==> src/rtl/address_generator_pkg.sv <==
// Shared BIST address definitions: default address width, the address
// type, and the sweep end-point constants used by the address counter.
package address_generator_pkg;

  localparam int unsigned BIST_ADDR_W = 8;

  typedef logic [BIST_ADDR_W-1:0] addr_t;

  localparam addr_t ADDR_MIN = '0;
  localparam addr_t ADDR_MAX = '1;

endpackage : address_generator_pkg

==> src/rtl/address_generator.sv <==
// Synchronous up/down address counter for the BIST engine.
// Sweeps the address space in either direction, can be cleared or preset
// to the top address, and flags the terminal address so the controller can
// advance to the next march element.
//
// Ports:
//   clk      - clock, all state changes on the rising edge
//   reset    - synchronous active-high clear (highest priority)
//   preset   - synchronous load of the all-ones address
//   en       - count enable
//   up_down  - count direction, 1 = increment, 0 = decrement
//   address  - current address (registered)
//   carry    - terminal-count flag (combinational): next enabled edge wraps
module address_generator
  import address_generator_pkg::*;
#(
  parameter int unsigned ADDR_W = BIST_ADDR_W
) (
  input  logic              clk,
  input  logic              reset,
  input  logic              preset,
  input  logic              en,
  input  logic              up_down,
  output logic [ADDR_W-1:0] address,
  output logic              carry
);

  localparam logic [ADDR_W-1:0] A_MIN = '0;
  localparam logic [ADDR_W-1:0] A_MAX = '1;

  // True when the next step in direction dir leaves the address range.
  function automatic logic at_terminal(input logic [ADDR_W-1:0] a,
                                       input logic              dir);
    return dir ? (a == A_MAX) : (a == A_MIN);
  endfunction

  always_ff @(posedge clk) begin
    if (reset)
      address <= A_MIN;
    else if (preset)
      address <= A_MAX;
    else if (en) begin
      if (up_down)
        address <= address + 1'b1;
      else
        address <= address - 1'b1;
    end
  end

  always_comb begin
    carry = 1'b0;
    if (!reset && !preset)
      carry = en & at_terminal(address, up_down);
  end

  // Checks are held off until the first reset, since the address has no
  // defined value before then.
  logic armed;

  always_ff @(posedge clk) begin
    if (reset)
      armed <= 1'b1;
  end

  a_reset_priority: assert property (@(posedge clk)
    reset |=> (address == A_MIN));

  a_preset_load: assert property (@(posedge clk) disable iff (!armed)
    (!reset && preset) |=> (address == A_MAX));

  a_wrap_up: assert property (@(posedge clk) disable iff (!armed)
    (!reset && !preset && en && up_down && address == A_MAX)
      |=> (address == A_MIN));

  a_wrap_down: assert property (@(posedge clk) disable iff (!armed)
    (!reset && !preset && en && !up_down && address == A_MIN)
      |=> (address == A_MAX));

  // In a continuous count in one direction a carry cannot repeat on the
  // following cycle; a direction flip right after a wrap legitimately can.
  a_carry_single: assert property (@(posedge clk) disable iff (!armed)
    carry ##1 (en && !reset && !preset && up_down == $past(up_down))
      |-> !carry);

endmodule : address_generator

==> config.mk <==
export PLATFORM = sky130hd
export DESIGN_NAME = address_generator
export DESIGN_NICKNAME = d
export VERILOG_FILES = /design/src/rtl/address_generator_pkg.sv /design/src/rtl/address_generator.sv
export SDC_FILE = /design/constraint.sdc
export NUM_CORES = 1
export LEC_CHECK = 0
export CORE_MARGIN = 2
export CORE_UTILIZATION = 30
export DETAILED_ROUTE_END_ITERATION = 16
export HOLD_SLACK_MARGIN = 0.03
export PLACE_DENSITY = 0.53
export SYNTH_ARGS = -nofsm -noshare
export SYNTH_HDL_FRONTEND = slang
export SYNTH_SLANG_ARGS = --single-unit
==> constraint.sdc <==
create_clock -name clk -period 2.3 [get_ports clk]
set_input_delay 0.345 -clock clk [delete_from_list [all_inputs] [get_ports clk]]
set_output_delay 0.345 -clock clk [all_outputs]
set_load 0.03 [all_outputs]
# After elaboration in Yosys (flattened, before gate mapping)
# Cells that the tools add are included.
[op_classes] mux=5 eq_ne=1 addsub=2 reduce_logical=5 bitwise_logic=1
[ops] operator="2-to-1 mux 8 bit" count=3
[ops] operator="adder 8 x 1 -> 8 bit, second input constant" count=1
[ops] operator="equality test 8 bit, second input constant" count=1
[ops] operator="zero test 8 bit" count=1
[ops] operator="subtractor 8 x 1 -> 8 bit, second input constant" count=1
[ops] operator="zero test 1 bit" count=2
[ops] operator="2-to-1 mux 1 bit" count=2
[ops] operator="nonzero test 2 bit" count=1
[ops] operator="bitwise AND 1 bit" count=1
[ops] operator="logical AND 1 bit" count=1
[word_totals] out_inout_bits=9 inputBits=5 reg_bits=8 elab_cells=15

# Depth between registers and ports, before layout
[logic_depth] ltp_word=4 mapped_depth=6 mapped_depth_nobuf=6

# Worst setup path before layout
# OpenSTA, ideal clock, no wires.
[synth_path] path_kind="register to output" startpoint="register address[0]" endpoint="output port carry" n_path_buf=0 required_ns=1.955 stages_incl_launch_ff=5 t_arrival_ns=1.686 slack_ns=0.269 path_cell_list="dfxtp_1 > nand4_1 > nor3_1 > a31oi_1 > nor3_1"
[synth_between] elab_chain_cells=4 word_cells_on_any_way=5 cone_classes="eq/ne: 1; mux: 2; bitwise: 1; reduce/logical: 1"
[synth_rtl] element="start: declaration" line="address_generator.sv:24" rtl="output logic [ADDR_W-1:0] address,"
[synth_rtl] element="start signal: assignment" line="address_generator.sv:44" rtl="address <= address + 1'b1;"
[synth_rtl] element="start signal: assignment" line="address_generator.sv:46" rtl="address <= address - 1'b1;"
[synth_rtl] element="equality test 8 bit / zero test 8 bit (equally long branches)" line="address_generator.sv:34" rtl="return dir ? (a == A_MAX) : (a == A_MIN);"
[synth_rtl] element="2-to-1 mux 1 bit (*)" line="address_generator.sv:34"
[synth_rtl] element="bitwise AND 1 bit (*)" line="address_generator.sv:53" rtl="carry = en & at_terminal(address, up_down);"
[synth_rtl] element="2-to-1 mux 1 bit (*)" line="address_generator.sv:52" rtl="if (!reset && !preset)"
[synth_rtl] element="end: declaration" line="address_generator.sv:25" rtl="output logic carry"
# Mark *: on every way between the ends. The rest lies on a longest branch, timed or not.

# Worst setup path after layout
[layout_path] startpoint="input port preset" endpoint="output port carry"
[layout_between] elab_chain_cells=3
[layout_rtl] element="start: declaration" line="address_generator.sv:21" rtl="input logic preset,"
[layout_rtl] element="zero test 1 bit" line="address_generator.sv:52"
[layout_rtl] element="logical AND 1 bit" line="address_generator.sv:52"
[layout_rtl] element="2-to-1 mux 1 bit" line="address_generator.sv:52"
# Every way passes these cells.

==> impl_metrics.ini <==
[run_status]
status = finished, final reports clean

[pwr]
p_int_uw = 355.9
peakVddDrop_uv = 270.1
power_switching_uw = 221.5
p_leak_nw = 0.4531
p_per_area_mw_per_mm2 = 536.6
seq_power_share = 0.309
power_uw = 577.4
clkPwrFrac = 0.196
p_comb_frac = 0.495
power.share.switching = 0.3836

[grt]
grt_max_degree = 11
antenna_found_initial = 0
grt_usage = 0.1675
grt_overflow = 0
grt_pass1_wl_microns = 3339
grt_pass1_vias = 759

[floorplan]
num_rows = 17
die_w_microns = 51.63
die-area_sq_mm = 0.002666
io_pins = 14
die_y_microns = 51.63
start_util = 0.3137
core_area_sq_mm = 0.002170

[timing]
rsz0062_at_grt = no
worst_slew_pin_slew_ps = 397.3
period_share = 0.8943
finalSetupViolCount = 0
final.setup.tns_ps = 0
whs_ps = 606.1
fin_skew_ps = 3.971
slew_headroom = 0.7343
hold_viol_final = 0
maxSlewViolCount = 0
max_freq_ghz = 0.4862
final.min_clock_period_ps = 2057

[yosys]
netlist.area_leader.share = 0.2353
synth_edf_count = 0
ys_seq_area_frac = 0.2353
ys_ff_latch = 8
synth.largest_area_cell = dfxtp_1
synth.area.top_cells = dfxtp_1, ha_1, nor3_1, nor2_1, a211oi_1
syn-num-nets = 95
syn_area_per_cell_sq_um = 8.201
ys_types = 35
yosysWarnings = 0
ys.flop_type = dfxtp_1
synthArstFlopShare = 0
synth_cells = 83
synthesis.area_sq_um = 680.7

[setup_path]
end_kind = output port
worstSetupPathType = input port to output port
crit_path_top_delay_cell = clkdlybuf4s50_1
path_cells = clkdlybuf4s50_1 > nand2b_1 > nor3_1 > buf_4
required_ps = 1960
arrival_ps = 1710
r2r_end = address[6]$_SDFFE_PP0P_
regToRegSetupSlack_ps = 510
crit_path_start_kind = input port
max_stage_delay_ps = 580
reg2reg_depth = 5
r2r-start = address[0]$_SDFFE_PP0P_
cp_max_fo = 8

[cells_and_area]
fillers = 221
antenna_cells = 0
syn_to_final_growth_pct = 58.09
largest_register_ffs = 8
final_cell_mix = buf_4, clkdlybuf4s50_1, nor2_1
final_common_cell = buf_4
fin_nets = 133
largest_register = address
final_cell_count_no_fill = 147
layout-drive-gt1-share = 0.3445
largestRegisters = address (8)

[place]
dpl.hpwl_microns = 1483
gp_congestion = 0.7864
place.port_buffers = 13
dp_cells = 140

[drt]
drt_pass1_iterations = 4
num_vias = 787
wirelength_microns = 2028
via_per_inst = 5.354
wl_per_cell_microns = 13.80
drt-initial-drc-count = 5
ant_nets = 0
drc_errors = 0

[job]
cap_violations = 0

[clocking]
clockRootBuffer = clkbuf_4
clockBufferDepth = 2
clock_latency_ps = 260
clk_pin_slew_ps = 60
cts_buffers = 3
cts.sinks = 8
cts_max_level = 1
cts_tree = yes

[hold_path]
hold_end = address[3]$_SDFFE_PP0P_
hp-class = flip-flop to flip-flop
min_path_cells = 2
hp-start = address[3]$_SDFFE_PP0P_
==> through the flow <==
stage | cell area [sq um] | util | setup WS, ps
final | 1076 | 0.4960 | 243.2
after global routing | 1076 | 0.4960 | 172.6
after CTS | 996.0 | 0.4591 | 91.52
after detailed placement | 973.4 | 0.4487 | -180.7
after global placement | 973.4 | 0.4487 | -147.0
after floorplan | 680.7 | - | 269.2
==> worst max path at each step <==
stage | start | end | slack (ps) | cells after the start
global placement | up_down | address[7]$_SDFFE_PP0P_ | -150 | 8
global route | preset | carry | 170 | 4
floorplan | address[0]$_SDFFE_PP0P_ | carry | 270 | 4
detailed placement | up_down | address[6]$_SDFFE_PP0P_ | -180 | 8
CTS | up_down | address[7]$_SDFFE_PP0P_ | 90 | 8
finish | preset | carry | 240 | 4
==> cell type report <==
type                    instances  area, sq um  area share
inverters                       4        18.77     0.01744
clock buffers                   3        22.52     0.02093
repair buffers                 36        302.8      0.2814
well taps                      28        35.03     0.03256
multi-input cells              68        536.8      0.4988
flip-flops and latches          8        160.2      0.1488
==> Yosys cell counts, drive strengths merged (2+ instances only) <==
master	instances
a211oi	6
dfxtp	8
nor2b	3
a21oi	4
a2111oi	4
o211ai	3
nor4	2
a21o	4
o21ai	5
o21bai	2
nor3	7
inv	4
nor2	9
ha	6
nand4	2
buf	2
==> routing by layer <==
metal,GRT usage,share of wire,up-vias
li1,-,-,397
met1,0.2183,0.47,374
met2,0.2735,0.48,14
met3,0.03736,0.034,2
met4,0.05263,0.011,0
met5,0,0,-
==> what timing repair did <==
item                                    4_1_cts  5_1_grt
setup buffers                                 0        4
gates resized for setup                       0       17
endpoints found under the setup margin        0        2
hold buffers                                  0        0
==> kinds of logic (layout without fill, tap and decap cells) <==
logic type	after synthesis	after routing	share of synthesized area
DFF	8	8	0.2353
AOI/OAI and AO/OA	31	31	0.3456
and+or+nand+nor	28	28	0.2132
xor gates and xnor gates	2	2	0.02574
buffers and inverters	7	43	0.04042
adders and majority gates	7	7	0.1397
==> critical path: cells and delay by family <==
family,cells,cell delay (ps)
simple gates,2,580
buf+inv,2,780
==> power groups by stage <==
stage | logic [mW] | clock network [mW] | registers, mW
final | 0.286 | 0.113 | 0.178
after global routing | 0.311 | 0.125 | 0.181
after CTS | 0.259 | 0.117 | 0.177
after detailed placement | 0.258 | 0 | 0.180
after global placement | 0.257 | 0 | 0.179
after floorplan | 0.121 | 0 | 0.202
Power figures use the tool's default switching activity.
